### src/rtl/microprocessor_pkg.sv
// Shared definitions for the microprocessor board: opcodes, the HALT
// instruction and the program-store load FSM state encoding.
package microprocessor_pkg;

    localparam logic [1:0] OP_ADD   = 2'b00;
    localparam logic [1:0] OP_LOAD  = 2'b01;
    localparam logic [1:0] OP_STORE = 2'b10;
    localparam logic [1:0] OP_JUMP  = 2'b11;

    // Jump with immediate -1: the PC holds in place.
    localparam logic [7:0] HALT_INSTR = 8'hC3;

    typedef enum logic [1:0] {
        RUN         = 2'd0,
        LOAD_ENTER  = 2'd1,
        LOAD_WAIT   = 2'd2,
        LOAD_COMMIT = 2'd3
    } load_state_t;

endpackage

### src/rtl/instruction_memory_strobe_debouncer.sv
// Push-button conditioning: 2-FF synchronizer, stability counter and
// rising-edge detect producing a single-cycle press pulse.
module strobe_debouncer #(
    parameter int DEBOUNCE_CYCLES = 500000
) (
    input  logic oscillator,
    input  logic reset,
    input  logic raw,
    output logic press
);

    localparam int CW = $clog2(DEBOUNCE_CYCLES + 1);
    localparam logic [CW-1:0] LAST = CW'(DEBOUNCE_CYCLES - 1);

    logic          r_sync1;
    logic          r_sync2;
    logic          r_level;
    logic          r_press;
    logic [CW-1:0] r_cnt;

    // Bring the asynchronous button into the oscillator domain.
    always_ff @(posedge oscillator) begin
        if (reset) begin
            r_sync1 <= 1'b0;
            r_sync2 <= 1'b0;
        end else begin
            r_sync1 <= raw;
            r_sync2 <= r_sync1;
        end
    end

    // Accept a new level only after it has held steady long enough;
    // any bounce back to the accepted level restarts the count.
    always_ff @(posedge oscillator) begin
        if (reset) begin
            r_cnt   <= '0;
            r_level <= 1'b0;
            r_press <= 1'b0;
        end else begin
            r_press <= 1'b0;
            if (r_sync2 != r_level) begin
                if (r_cnt == LAST) begin
                    r_cnt   <= '0;
                    r_level <= r_sync2;
                    r_press <= r_sync2;
                end else begin
                    r_cnt <= r_cnt + 1'b1;
                end
            end else begin
                r_cnt <= '0;
            end
        end
    end

    assign press = r_press;

endmodule

### src/rtl/instruction_memory.sv
// Writable program store: keyed in from switches in load mode, serves
// instruction fetches in run mode. INSTRUCTION_MEMORY_DEFAULT_PROGRAM_EN
// makes reset preload a small demo program instead of all-HALT.
module instruction_memory
    import microprocessor_pkg::*;
#(
    parameter int DEPTH           = 32,
    parameter int DEBOUNCE_CYCLES = 500000
) (
    input  logic       oscillator,
    input  logic       reset,
    input  logic       load_mode,
    input  logic [7:0] data_switches,
    input  logic       write_strobe,
    input  logic [7:0] instruction_address,
    output logic [7:0] instruction,
    output logic [7:0] load_address,
    output logic       load_full,
    output logic       loading
);

    localparam int AW = (DEPTH > 1) ? $clog2(DEPTH) : 1;
    localparam logic [8:0] DEPTH_W = 9'(DEPTH);

    load_state_t r_state;
    load_state_t w_next;
    logic        w_press;
    logic        w_addr_ok;
    logic [7:0]  r_mem [DEPTH];
    logic [7:0]  r_instruction;
    logic [7:0]  r_load_address;
    logic        r_load_full;

    strobe_debouncer #(
        .DEBOUNCE_CYCLES(DEBOUNCE_CYCLES)
    ) u_debouncer (
        .oscillator(oscillator),
        .reset     (reset),
        .raw       (write_strobe),
        .press     (w_press)
    );

    // FSM state register.
    always_ff @(posedge oscillator) begin
        if (reset) r_state <= RUN;
        else       r_state <= w_next;
    end

    // Next state: leaving load mode always wins, except that a commit
    // already under way still completes its write this cycle.
    always_comb begin
        w_next = r_state;
        unique case (r_state)
            RUN:         w_next = load_mode ? LOAD_ENTER : RUN;
            LOAD_ENTER:  w_next = load_mode ? LOAD_WAIT : RUN;
            LOAD_WAIT: begin
                if (!load_mode)
                    w_next = RUN;
                else if (w_press && !r_load_full)
                    w_next = LOAD_COMMIT;
                else
                    w_next = LOAD_WAIT;
            end
            LOAD_COMMIT: w_next = load_mode ? LOAD_WAIT : RUN;
            default:     w_next = RUN;
        endcase
    end

    // FSM outputs.
    always_comb begin
        loading = (r_state != RUN);
    end

    // Write pointer and program store; reset refills every word.
    always_ff @(posedge oscillator) begin
        if (reset) begin
            r_load_address <= 8'd0;
            r_load_full    <= 1'b0;
            for (int i = 0; i < DEPTH; i++) r_mem[i] <= HALT_INSTR;
`ifdef INSTRUCTION_MEMORY_DEFAULT_PROGRAM_EN
            r_mem[0] <= 8'h45;
            r_mem[1] <= 8'h16;
            r_mem[2] <= 8'h88;
            r_mem[3] <= HALT_INSTR;
`endif
        end else if (r_state == LOAD_ENTER) begin
            r_load_address <= 8'd0;
            r_load_full    <= 1'b0;
        end else if (r_state == LOAD_COMMIT) begin
            r_mem[r_load_address[AW-1:0]] <= data_switches;
            r_load_address <= r_load_address + 8'd1;
            r_load_full    <= ({1'b0, r_load_address} + 9'd1) == DEPTH_W;
        end
    end

    assign w_addr_ok = ({1'b0, instruction_address} < DEPTH_W);

    // Registered fetch; the core sees HALT while the user is editing.
    always_ff @(posedge oscillator) begin
        if (reset)
            r_instruction <= HALT_INSTR;
        else if (r_state == RUN && w_addr_ok)
            r_instruction <= r_mem[instruction_address[AW-1:0]];
        else
            r_instruction <= HALT_INSTR;
    end

    assign instruction  = r_instruction;
    assign load_address = r_load_address;
    assign load_full    = r_load_full;

endmodule

### config.mk
export PLATFORM = sky130hd
export DESIGN_NAME = instruction_memory
export DESIGN_NICKNAME = d
export VERILOG_FILES = /design/src/rtl/microprocessor_pkg.sv /design/src/rtl/instruction_memory_strobe_debouncer.sv /design/src/rtl/instruction_memory.sv
export SDC_FILE = /design/constraint.sdc
export NUM_CORES = 1
export LEC_CHECK = 0
export ABC_AREA = 0
export CORE_UTILIZATION = 35
export CTS_CLUSTER_DIAMETER = 200
export DETAILED_ROUTE_END_ITERATION = 10
export GPL_TIMING_DRIVEN = 0
export SLEW_MARGIN = 20
export SYNTH_ARGS = -nofsm -noshare
export SYNTH_HDL_FRONTEND = slang
export SYNTH_SLANG_ARGS = --single-unit
### constraint.sdc
create_clock -name oscillator -period 5.92 [get_ports oscillator]
set_clock_uncertainty 0.15 [all_clocks]
set_input_delay 1.776 -clock oscillator [delete_from_list [all_inputs] [get_ports oscillator]]
set_output_delay 1.776 -clock oscillator [all_outputs]
set_load 0.05 [all_outputs]
Word level (Yosys, flattened, before mapping)
Memory sizes are Yosys's and may differ from the RTL's. A register that Yosys moved wholly into a read port is not among the register bits.
Cells that the tools add are included.
{ "word_totals": {"wordCells": 48, "memories": 1, "mem_bits_rw": 256, "register_bits": 34} }
{ "memory_table": {"columns": ["name", "depth", "width", "read_ports", "rd_clocked_by_memory_dff", "wr", "line", "source"], "rows": [
  ["r_mem", 32, 8, 1, 1, 32, "instruction_memory.sv:29", "logic [7:0] r_mem [DEPTH];"]
]} }
{ "op_classes": {"n_eq_ne": 6, "mux": 14, "n_addsub": 3, "n_reduce_logical": 12, "bitwise": 3, "n_lt_le_gt_ge": 1} }
{ "op_table": {"columns": ["cell", "count"], "rows": [
  ["19-bit by 1-bit adder with 19-bit output, second input constant", 1],
  ["19-bit equality test, second input constant", 1],
  ["8-bit by 1-bit adder with 9-bit output, second input constant", 1],
  ["9-bit by 6-bit equality test with 1-bit output, second input constant", 1],
  ["1-bit 2-to-1 mux", 9],
  ["8-bit by 1-bit adder with 8-bit output, second input constant", 1],
  ["8-bit by 6-bit < comparator with 1-bit output, second input constant", 1],
  ["8-bit 2-to-1 mux", 1],
  ["8-bit OR reduction", 1],
  ["2-bit one-hot mux with 3 select lines", 1],
  ["2-bit OR reduction", 3],
  ["3-bit OR reduction", 2],
  ["5-bit 2-to-1 mux", 1],
  ["2-bit equality test, second input constant", 2],
  ["2-bit 2-to-1 mux", 2],
  ["1-bit inverter", 3],
  ["2-bit by 1-bit equality test with 1-bit output, second input constant", 1],
  ["1-bit logical AND", 2],
  ["2-bit zero test", 1],
  ["2-bit AND reduction", 1],
  ["2-bit nonzero test", 1],
  ["1-bit zero test", 1],
  ["1-bit != test", 1]
]} }

Logic depth before layout (Yosys ltp)
Gate-level depths: netlist of run 1.
{ "logic_depth": {"ltp_word": 7, "depth_mapped": 9} }

Modules after synthesis
A second synthesis of run 1 with hierarchy kept.
{ "hier_totals": {"cells_unflattened": 1090, "area_unflattened_um2": 14114.8} }
{ "by_module_without_submodules": {"columns": ["module", "seq_area_each_um2", "cells_per_inst", "area_each_um2", "n_inst"], "rows": [
  ["instruction_memory", 8067.7, 976, 13107.6, 1],
  ["strobe_debouncer", 460.4, 114, 1007.2, 1]
]} }

Least setup slack after synthesis of run 1
No wires, ideal clock.
{ "synth_timing": {"path_kind": "input to register", "startpoint": "input port instruction_address[0]", "endpoint": "register r_instruction[3] (netlist: instruction[3]) (read register of r_mem)", "setup_time_ns": 0.120, "setup_slack_ns": 2.623, "arrival_time_ns": 3.026, "n_path_buf": 1, "path_stages": 5, "cell_sequence": "buf_6 mux4_2 mux4_2 o22ai_1 nor3_1"} }
{ "synth_via": {"elab_chain_cells": 4} }
{ "synth_lines": {"columns": ["item", "line", "source"], "rows": [
  ["start: declaration", "instruction_memory.sv:15", "input logic [7:0] instruction_address,"],
  ["8-bit by 6-bit < comparator with 1-bit output", "instruction_memory.sv:96", "assign w_addr_ok = ({1'b0, instruction_address} < DEPTH_W);"],
  ["1-bit logical AND", "instruction_memory.sv:102", "else if (r_state == RUN && w_addr_ok)"],
  ["1-bit inverter (no source line)", null, null],
  ["2-bit OR reduction (no source line)", null, null],
  ["end: declaration", "instruction_memory.sv:30", "logic [7:0] r_instruction;"]
]} }
Parallel ways exist; a longest one is shown, timed or not.
A chain may end at the register's enable or synchronous reset.

==> results of run 1 <==
[metal layers]
| metal | routed length, um | part of all wire, % |
|---|---|---|
| met5 | 0 | 0 |
| met2 | 17300 | 47 |
| met4 | 1140 | 3.1 |
| met3 | 2640 | 7.1 |
| met1 | 16100 | 43 |
[metrics by stage]
step / utilization, % / cell area, um2 / power, W
final: 41.0 / 16000 / 0.00454
after global routing: 41.0 / 16000 / 0.00467
after CTS: 41.0 / 16000 / 0.00458
after detailed placement: 38.4 / 15000 / 0.00261
after global placement: 38.4 / 15000 / 0.00260
after floorplan: - / 14000 / 0.00250
[registers in the layout, summed over array words and instances, names as in the netlist]
name                 cells
r_mem                  256
u_debouncer.r_cnt       19
instruction              8
load_address             8
r_state                  2
load_full                1
u_debouncer.press        1
u_debouncer.r_level      1
u_debouncer.r_sync1      1
u_debouncer.r_sync2      1
[layout by cell type, fill, tap and decap left out, drive strengths merged, types with 10 or more instances in the layout]
cell type      Yosys  routed
mux2i             87      87
nand2b            16      16
dfxtp             42      42
xor2              11      11
a221oi            16      16
mux4              25      25
clkdlybuf4s50      0      34
and2             131     131
clkinv             0      14
a22o              16      16
buf               28      28
nand3             25      25
nor2              72      72
or2               61      61
clkbuf            62     108
or3               94      94
edfxtp           256     256
xnor2             10      10
nand2             20      20
[logic make-up after synthesis]
family / Yosys count
flops: 298
simple gates: 467
xor+xnor: 21
compound gates: 75
buf+inv: 96
fa+ha+maj: 6
mux: 114
[power breakdown]
| group | switching [W] | internal (W) | total [W] | leakage [nW] |
|---|---|---|---|---|
| Combinational | 0.000167 | 0.0000829 | 0.000249 | 2.06 |
| Sequential | 0.00000899 | 0.00230 | 0.00231 | 2.53 |
| Clock | 0.000836 | 0.00114 | 0.00198 | 0.510 |
[final timing paths]
| check | from | end | slack, ns |
|---|---|---|---|
| hold / removal | u_debouncer.r_sync1 | u_debouncer.r_sync2 | 0.30 |
| hold reg to reg | u_debouncer.r_sync1 | u_debouncer.r_sync2 | 0.30 |
| setup reg to reg | load_address[0] | r_mem[18][2] | 2.93 |
| setup / recovery | reset | r_mem[18][2] | 1.84 |
[area by class of cell]
type / count / area [um2] / share of cell area [%]
inverter: 6 / 22.5 / 0.141
multi-input combinational: 683 / 4980 / 31.1
timing repair buffer: 34 / 340 / 2.13
clock inverter: 16 / 86.3 / 0.539
tap: 518 / 648 / 4.05
sequential: 298 / 8530 / 53.3
buffer: 90 / 445 / 2.78
clock buffer: 46 / 960 / 5.99
==> flow_results.xml, run 1 <==
<?xml version="1.0" encoding="UTF-8"?>
<metrics>
  <group name="outcome">
    <metric name="status" unit="">finished, final reports clean</metric>
  </group>
  <group name="global_routing">
    <metric name="antenna_found_initial" unit="">1</metric>
    <metric name="groute.layer.met1.usage" unit="%">24.8</metric>
    <metric name="first_global_vias" unit="">8904</metric>
    <metric name="gr-max-usage-layer" unit="">met2</metric>
    <metric name="globalRouteOverflowTotal" unit="">0</metric>
    <metric name="grt_first_pass_wirelength" unit="um">55800</metric>
    <metric name="grt_max_degree" unit="">14</metric>
    <metric name="global_route.usage.total" unit="%">18.5</metric>
    <metric name="met3_usage" unit="%">4.03</metric>
    <metric name="grtUsageMet2" unit="%">29.4</metric>
  </group>
  <group name="critical_path">
    <metric name="crit_family" unit="">buffers and inverters</metric>
    <metric name="critical-path-slowest-cell" unit="">sky130_fd_sc_hd__clkbuf_1</metric>
    <metric name="critPathLaunchType" unit="">input port</metric>
    <metric name="crit_required" unit="ns">6.04</metric>
    <metric name="rr_worst_depth" unit="">6</metric>
    <metric name="max_stage_delay" unit="ns">0.70</metric>
    <metric name="critical_path.cell_chain" unit="">clkdlybuf4s50_1 &gt; nor2_1 &gt; nand2_1 &gt; clkbuf_1 &gt; nor2_1 &gt; and2_1</metric>
    <metric name="critical_path_class" unit="">in2reg</metric>
    <metric name="critPathCaptureType" unit="">register</metric>
    <metric name="path_common_cell" unit="">sky130_fd_sc_hd__nor2_1</metric>
    <metric name="cp.arrival" unit="ns">4.19</metric>
    <metric name="worst-path-buf-inv" unit="">2</metric>
    <metric name="timing.critical_path.depth" unit="">6</metric>
    <metric name="cp_max_fo" unit="">10</metric>
  </group>
  <group name="logic_synthesis">
    <metric name="synth_adder_area_share" unit="%">0.537</metric>
    <metric name="post_synth_and_or_nand_nor_area_fraction" unit="%">19.3</metric>
    <metric name="synth_top_family_by_area" unit="">simple AND/OR/NAND/NOR gates</metric>
    <metric name="sequential_cell_area_fraction_in_the_yosys_report" unit="%">61.0</metric>
    <metric name="yosys.cell_count.top_type" unit="">sky130_fd_sc_hd__edfxtp_1</metric>
    <metric name="synthTopCellsByCount" unit="">256 x sky130_fd_sc_hd__edfxtp_1, 130 x sky130_fd_sc_hd__and2_1, 94 x sky130_fd_sc_hd__or3_1, 87 x sky130_fd_sc_hd__mux2i_1, 71 x sky130_fd_sc_hd__nor2_1</metric>
    <metric name="synth-async-reset-ratio" unit="%">0</metric>
    <metric name="muxShareOfSynthArea" unit="%">10.4</metric>
    <metric name="synth-xor-area-share" unit="%">1.32</metric>
    <metric name="synth-seq-cells" unit="">298</metric>
    <metric name="synth-edff-count" unit="">256</metric>
    <metric name="syn-cell-area" unit="mm2">0.0140</metric>
    <metric name="synth_compound_gate_area_share" unit="%">4.09</metric>
    <metric name="synth_top_area_share" unit="%">55.0</metric>
    <metric name="yosys_warnings" unit="">0</metric>
    <metric name="synth_cells" unit="">1077</metric>
    <metric name="syn-num-nets" unit="">1103</metric>
    <metric name="yosysTopAreaCell" unit="">sky130_fd_sc_hd__edfxtp_1</metric>
    <metric name="synthesized_area_divided_by_synthesized_cell_count" unit="um2">13.0</metric>
    <metric name="post_synth_main_area_contributors" unit="">sky130_fd_sc_hd__edfxtp_1 55%, sky130_fd_sc_hd__mux2i_1 6.2%, sky130_fd_sc_hd__dfxtp_1 6.0%, sky130_fd_sc_hd__and2_1 5.8%, sky130_fd_sc_hd__or3_1 4.2%</metric>
    <metric name="synthFlopType" unit="">sky130_fd_sc_hd__edfxtp_1</metric>
    <metric name="synth.lib_cells_used.distinct" unit="">51</metric>
  </group>
  <group name="sta">
    <metric name="finalWorstSetupSlack" unit="ns">1.84</metric>
    <metric name="fin_crit" unit="ns">4.08</metric>
    <metric name="timing.hold.ws" unit="ns">0.300</metric>
    <metric name="worst_pin_slew" unit="ns">0.842</metric>
    <metric name="hold_viol" unit="">0</metric>
    <metric name="worst_slew_margin_rel" unit="%">43.9</metric>
    <metric name="period_share" unit="%">68.9</metric>
    <metric name="setup_total_negative_slack" unit="ns">0</metric>
    <metric name="final-setup-viol-count" unit="">0</metric>
    <metric name="total_count_of_max_transition_violations_in_the_final_report" unit="">0</metric>
    <metric name="achievable_frequency" unit="MHz">245</metric>
    <metric name="grt_setup_unrepaired" unit="">false</metric>
  </group>
  <group name="clock_tree">
    <metric name="root_buffer" unit="">sky130_fd_sc_hd__clkbuf_16</metric>
    <metric name="cts_hold_repair.buffers" unit="">0</metric>
    <metric name="cts_tree" unit="">done</metric>
    <metric name="clk_pin_slew" unit="ns">0.05</metric>
    <metric name="clkLatencyLatePin" unit="ns">0.52</metric>
    <metric name="cts_resized" unit="">0</metric>
    <metric name="cts-htree-levels" unit="">2</metric>
    <metric name="cts.sinks" unit="">298</metric>
    <metric name="tritoncts.num_buffers" unit="">35</metric>
    <metric name="cts.repair_timing.setup_buffer_count" unit="">0</metric>
    <metric name="cts.path.max_buffers" unit="">3</metric>
  </group>
  <group name="routing">
    <metric name="detailedRoute.firstIterationViolations" unit="">800</metric>
    <metric name="routed-via-count" unit="">8891</metric>
    <metric name="detailedRoute.firstPassIterationCount" unit="">5</metric>
    <metric name="ant_nets" unit="">0</metric>
    <metric name="viasPerCell" unit="">5.26</metric>
    <metric name="route.detailed.wl_per_inst" unit="um">22.0</metric>
    <metric name="routed_wl" unit="um">37200</metric>
    <metric name="drc" unit="">0</metric>
  </group>
  <group name="floorplan">
    <metric name="initial_cell_density_of_the_core" unit="%">35.8</metric>
    <metric name="die_x_extent" unit="um">202</metric>
    <metric name="core_region_area" unit="mm2">0.0390</metric>
    <metric name="floorplan.io_pins" unit="">38</metric>
    <metric name="die_area" unit="mm2">0.0407</metric>
    <metric name="std_cell_rows" unit="">72</metric>
    <metric name="dieHeight" unit="um">202</metric>
  </group>
  <group name="finish">
    <metric name="fin_nets" unit="">1174</metric>
    <metric name="fraction_of_final_layout_cells_sized_beyond_drive_strength_1" unit="%">14.4</metric>
    <metric name="area_delta_synth_final" unit="%">14.6</metric>
    <metric name="n_antenna_cell" unit="">0</metric>
    <metric name="num-fill-cells" unit="">3637</metric>
    <metric name="layout.cells.non_filler" unit="">1691</metric>
  </group>
  <group name="placement">
    <metric name="placed_cells_incl_taps" unit="">1629</metric>
    <metric name="gp_congestion" unit="">0.890</metric>
    <metric name="place.port_buffers" unit="">34</metric>
    <metric name="detailedPlacementHpwl" unit="um">26800</metric>
    <metric name="pre_cts_setup_slack" unit="ns">1.29</metric>
  </group>
  <group name="hold_path">
    <metric name="class_of_the_tightest_hold_or_removal_check" unit="">reg2reg</metric>
    <metric name="whs_path_depth" unit="">1</metric>
  </group>
  <group name="pwr">
    <metric name="vdd_ir_drop_max" unit="mV">0.162</metric>
    <metric name="power.density_cell_area" unit="mW/mm2">284</metric>
    <metric name="leakage" unit="nW">5.10</metric>
  </group>
  <group name="job">
    <metric name="maxCapViolCount" unit="">0</metric>
  </group>
</metrics>
Power figures use the tool's default switching activity.
==> run 2, diff against run 1 <==
==> constraint.sdc (replaced) <==
create_clock -name oscillator -period 4.1 [get_ports oscillator]
set_clock_uncertainty 0.15 [all_clocks]
set_input_delay 1.23 -clock oscillator [delete_from_list [all_inputs] [get_ports oscillator]]
set_output_delay 1.23 -clock oscillator [all_outputs]
set_load 0.05 [all_outputs]
==> results of run 2 <==
Same layout as run 1 (identical final DEF). Status: finished, final reports clean.
Main changes from that run: setup slack after placement 1.29 ns -> 0.0173 ns; setup slack after layout 1.84 ns -> 0.569 ns; register-to-register setup slack 2.93 ns -> 1.11 ns; total power 0.00454 W -> 0.00656 W; worst IR drop on VDD 0.162 mV -> 0.234 mV
==> run 3, diff against run 2 <==
--- a/config.mk
+++ b/config.mk
@@ -9,7 +9,9 @@
 export CORE_UTILIZATION = 35
 export CTS_CLUSTER_DIAMETER = 200
 export DETAILED_ROUTE_END_ITERATION = 10
+export DONT_BUFFER_PORTS = 1
 export GPL_TIMING_DRIVEN = 0
+export RECOVER_POWER = 100
 export SLEW_MARGIN = 20
 export SYNTH_ARGS = -nofsm -noshare
 export SYNTH_HDL_FRONTEND = slang
==> constraint.sdc (replaced) <==
create_clock -name oscillator -period 4.1 [get_ports oscillator]
set_clock_uncertainty 0.15 [all_clocks]
set_input_delay 1.23 -clock oscillator [delete_from_list [all_inputs] [get_ports oscillator]]
set_output_delay 1.23 -clock oscillator [all_outputs]
set_load 0.01 [all_outputs]
==> run 3 against run 2 <==
  * Hold slack got worse by 0.0091 ns
  * Combinational power decreased by 11%
  * Clock-buffer cell count unchanged
  * Setup slack improved by 0.084 ns
  * Critical path depth increased by 2
  * Sequential power about the same
  * Total power increased by 0.22%
  * Wire length about the same
  * Utilization decreased by 0.89 points
  * Via count decreased by 1.1%
  * Register-to-register slack got worse by 0.35 ns
  * Critical path type unchanged
==> flow_results.xml, run 3 (synthesized netlist as in run 1, its figures left out) <==
<?xml version="1.0" encoding="UTF-8"?>
<metrics>
  <group name="clock_tree">
    <metric name="cts.path.max_buffers" unit="">3</metric>
    <metric name="clk_pin_slew" unit="ns">0.06</metric>
    <metric name="cts_resized" unit="">0</metric>
    <metric name="tritoncts.num_buffers" unit="">34</metric>
    <metric name="root_buffer" unit="">sky130_fd_sc_hd__clkbuf_16</metric>
    <metric name="cts.sinks" unit="">298</metric>
    <metric name="cts-htree-levels" unit="">2</metric>
    <metric name="cts_tree" unit="">done</metric>
    <metric name="cts_hold_repair.buffers" unit="">0</metric>
    <metric name="cts.repair_timing.setup_buffer_count" unit="">0</metric>
    <metric name="clkLatencyLatePin" unit="ns">0.53</metric>
  </group>
  <group name="floorplan">
    <metric name="floorplan.io_pins" unit="">38</metric>
    <metric name="initial_cell_density_of_the_core" unit="%">35.8</metric>
    <metric name="dieHeight" unit="um">202</metric>
    <metric name="die_x_extent" unit="um">202</metric>
    <metric name="std_cell_rows" unit="">72</metric>
    <metric name="die_area" unit="mm2">0.0407</metric>
    <metric name="core_region_area" unit="mm2">0.0390</metric>
  </group>
  <group name="routing">
    <metric name="routed-via-count" unit="">8789</metric>
    <metric name="routed_wl" unit="um">37200</metric>
    <metric name="detailedRoute.firstIterationViolations" unit="">707</metric>
    <metric name="viasPerCell" unit="">5.30</metric>
    <metric name="route.detailed.wl_per_inst" unit="um">22.5</metric>
    <metric name="ant_nets" unit="">0</metric>
    <metric name="drc" unit="">0</metric>
    <metric name="detailedRoute.firstPassIterationCount" unit="">5</metric>
  </group>
  <group name="critical_path">
    <metric name="cp.arrival" unit="ns">3.65</metric>
    <metric name="critical_path.cell_chain" unit="">clkbuf_1 &gt; nor2b_1 &gt; clkbuf_1 &gt; clkbuf_1 &gt; a22o_1 &gt; a221oi_1 &gt; o22ai_1 &gt; o21ai_0</metric>
    <metric name="crit_required" unit="ns">4.30</metric>
    <metric name="critPathCaptureType" unit="">register</metric>
    <metric name="max_stage_delay" unit="ns">0.53</metric>
    <metric name="cp_max_fo" unit="">10</metric>
    <metric name="crit_family" unit="">compound AO/OA/AOI/OAI gates</metric>
    <metric name="critical-path-slowest-cell" unit="">sky130_fd_sc_hd__o21ai_0</metric>
    <metric name="critical_path_class" unit="">in2reg</metric>
    <metric name="critPathLaunchType" unit="">input port</metric>
    <metric name="worst-path-buf-inv" unit="">3</metric>
    <metric name="path_common_cell" unit="">sky130_fd_sc_hd__clkbuf_1</metric>
  </group>
  <group name="finish">
    <metric name="largest_register_ffs" unit="">256</metric>
    <metric name="num-fill-cells" unit="">3659</metric>
    <metric name="layout.cells.most_common" unit="">sky130_fd_sc_hd__edfxtp_1</metric>
    <metric name="final_cell_mix" unit="">256 x sky130_fd_sc_hd__edfxtp_1, 94 x sky130_fd_sc_hd__or3_1, 87 x sky130_fd_sc_hd__mux2i_1</metric>
    <metric name="layout_top_registers" unit="">r_mem (256), u_debouncer.r_cnt (19)</metric>
    <metric name="n_antenna_cell" unit="">0</metric>
    <metric name="largest-register" unit="">r_mem</metric>
    <metric name="area_delta_synth_final" unit="%">12.1</metric>
    <metric name="fraction_of_final_layout_cells_sized_beyond_drive_strength_1" unit="%">12.0</metric>
    <metric name="layout.cells.non_filler" unit="">1657</metric>
    <metric name="fin_nets" unit="">1139</metric>
    <metric name="core_occupancy_in_the_finished_layout" unit="%">40.1</metric>
    <metric name="final_area" unit="mm2">0.0157</metric>
  </group>
  <group name="sta">
    <metric name="setup_total_negative_slack" unit="ns">0</metric>
    <metric name="worst_pin_slew" unit="ns">0.861</metric>
    <metric name="worst_slew_margin_rel" unit="%">42.6</metric>
    <metric name="achievable_frequency" unit="MHz">290</metric>
    <metric name="hold_viol" unit="">0</metric>
    <metric name="total_count_of_max_transition_violations_in_the_final_report" unit="">0</metric>
    <metric name="fin_crit" unit="ns">3.45</metric>
    <metric name="period_share" unit="%">84.1</metric>
    <metric name="grt_setup_unrepaired" unit="">false</metric>
    <metric name="final-setup-viol-count" unit="">0</metric>
  </group>
  <group name="global_routing">
    <metric name="globalRouteOverflowTotal" unit="">0</metric>
    <metric name="gr-max-usage-layer" unit="">met2</metric>
    <metric name="global_route.usage.total" unit="%">18.4</metric>
    <metric name="grtUsageMet2" unit="%">29.6</metric>
    <metric name="groute.layer.met1.usage" unit="%">24.6</metric>
    <metric name="met3_usage" unit="%">4.43</metric>
    <metric name="antenna_found_initial" unit="">3</metric>
    <metric name="first_global_vias" unit="">8854</metric>
    <metric name="grt_max_degree" unit="">14</metric>
    <metric name="grt_first_pass_wirelength" unit="um">55500</metric>
  </group>
  <group name="placement">
    <metric name="place.port_buffers" unit="">0</metric>
    <metric name="placed_cells_incl_taps" unit="">1595</metric>
    <metric name="gp_congestion" unit="">0.868</metric>
    <metric name="detailed_place.area" unit="mm2">0.0146</metric>
    <metric name="detailedPlacementHpwl" unit="um">27100</metric>
  </group>
  <group name="pwr">
    <metric name="switching_share_of_total_power" unit="%">21.9</metric>
    <metric name="share_of_power_burned_in_the_clock_network" unit="%">44.3</metric>
    <metric name="power_frac_comb" unit="%">4.9</metric>
    <metric name="vdd_ir_drop_max" unit="mV">0.259</metric>
    <metric name="sequentialPowerShare" unit="%">50.8</metric>
    <metric name="power.density_cell_area" unit="mW/mm2">420</metric>
    <metric name="leakage" unit="nW">4.82</metric>
    <metric name="power.switching" unit="W">0.00144</metric>
    <metric name="internal_cell_power" unit="W">0.00513</metric>
  </group>
  <group name="job">
    <metric name="maxCapViolCount" unit="">0</metric>
  </group>
  <group name="hold_path">
    <metric name="class_of_the_tightest_hold_or_removal_check" unit="">reg2reg</metric>
  </group>
  <group name="outcome">
    <metric name="status" unit="">finished, final reports clean</metric>
  </group>
</metrics>
## run 3: changes by cell type in the layout (fill, tap and decap cells not counted), moves of 3 or more
cell,previous run,this run
sky130_fd_sc_hd__or2_2,61,39
sky130_fd_sc_hd__clkdlybuf4s50_1,34,0
sky130_fd_sc_hd__and2_1,130,46
sky130_fd_sc_hd__and2_0,0,84
sky130_fd_sc_hd__or2_0,0,22
sky130_fd_sc_hd__buf_2,12,8
sky130_fd_sc_hd__clkinv_1,5,9
sky130_fd_sc_hd__clkbuf_1,70,77
sky130_fd_sc_hd__clkinv_2,7,4
## run 3: final cells by class
class	count	area, um2	share of cell area (%)
sequential	298	8530	54.5
multi-input combinational	683	4970	31.8
clock buffer	46	960	6.13
tap	518	648	4.14
buffer	90	429	2.74
clock inverter	16	98.8	0.631
inverter	6	22.5	0.144
## run 3: path summary, 6_finish.rpt
path	slack (ns)	from	endpoint	cells past startpoint
worst min register to register	0.29	u_debouncer.r_sync1	u_debouncer.r_sync2	1
worst min-delay path	0.29	u_debouncer.r_sync1	u_debouncer.r_sync2	1
worst max register to register	0.76	load_address[1]	r_mem[7][7]	5
worst max-delay path	0.65	instruction_address[0]	instruction[7]	8
## run 3: routing by layer
metal / share of wire (%) / wire (um) / up-vias
li1: - / - / 4028
met1: 43 / 16000 / 4385
met2: 46 / 17300 / 318
met3: 8.2 / 3070 / 56
met4: 2.2 / 837 / 2
met5: 0.019 / 7 / -
## run 3: power by group through the flow
stage	registers (W)	logic (W)	clock network, W
2_1_floorplan	0.00340	0.000216	0
3_3_place_gp	0.00340	0.000321	0
3_5_place_dp	0.00340	0.000325	0
4_1_cts	0.00334	0.000326	0.00294
5_1_grt	0.00334	0.000340	0.00305
6_report	0.00334	0.000320	0.00291
## run 3: through the flow
| stage | hold WS [ns] | power (W) | worst slack (ns) |
|---|---|---|---|
| final | 0.291 | 0.00657 | 0.653 |
| after global routing | 0.318 | 0.00673 | 0.585 |
| after CTS | 0.300 | 0.00660 | 1.18 |
| after detailed placement | 0.286 | 0.00373 | 0.680 |
| after global placement | 0.270 | 0.00372 | 0.635 |
| after floorplan | 0.264 | 0.00361 | 1.35 |
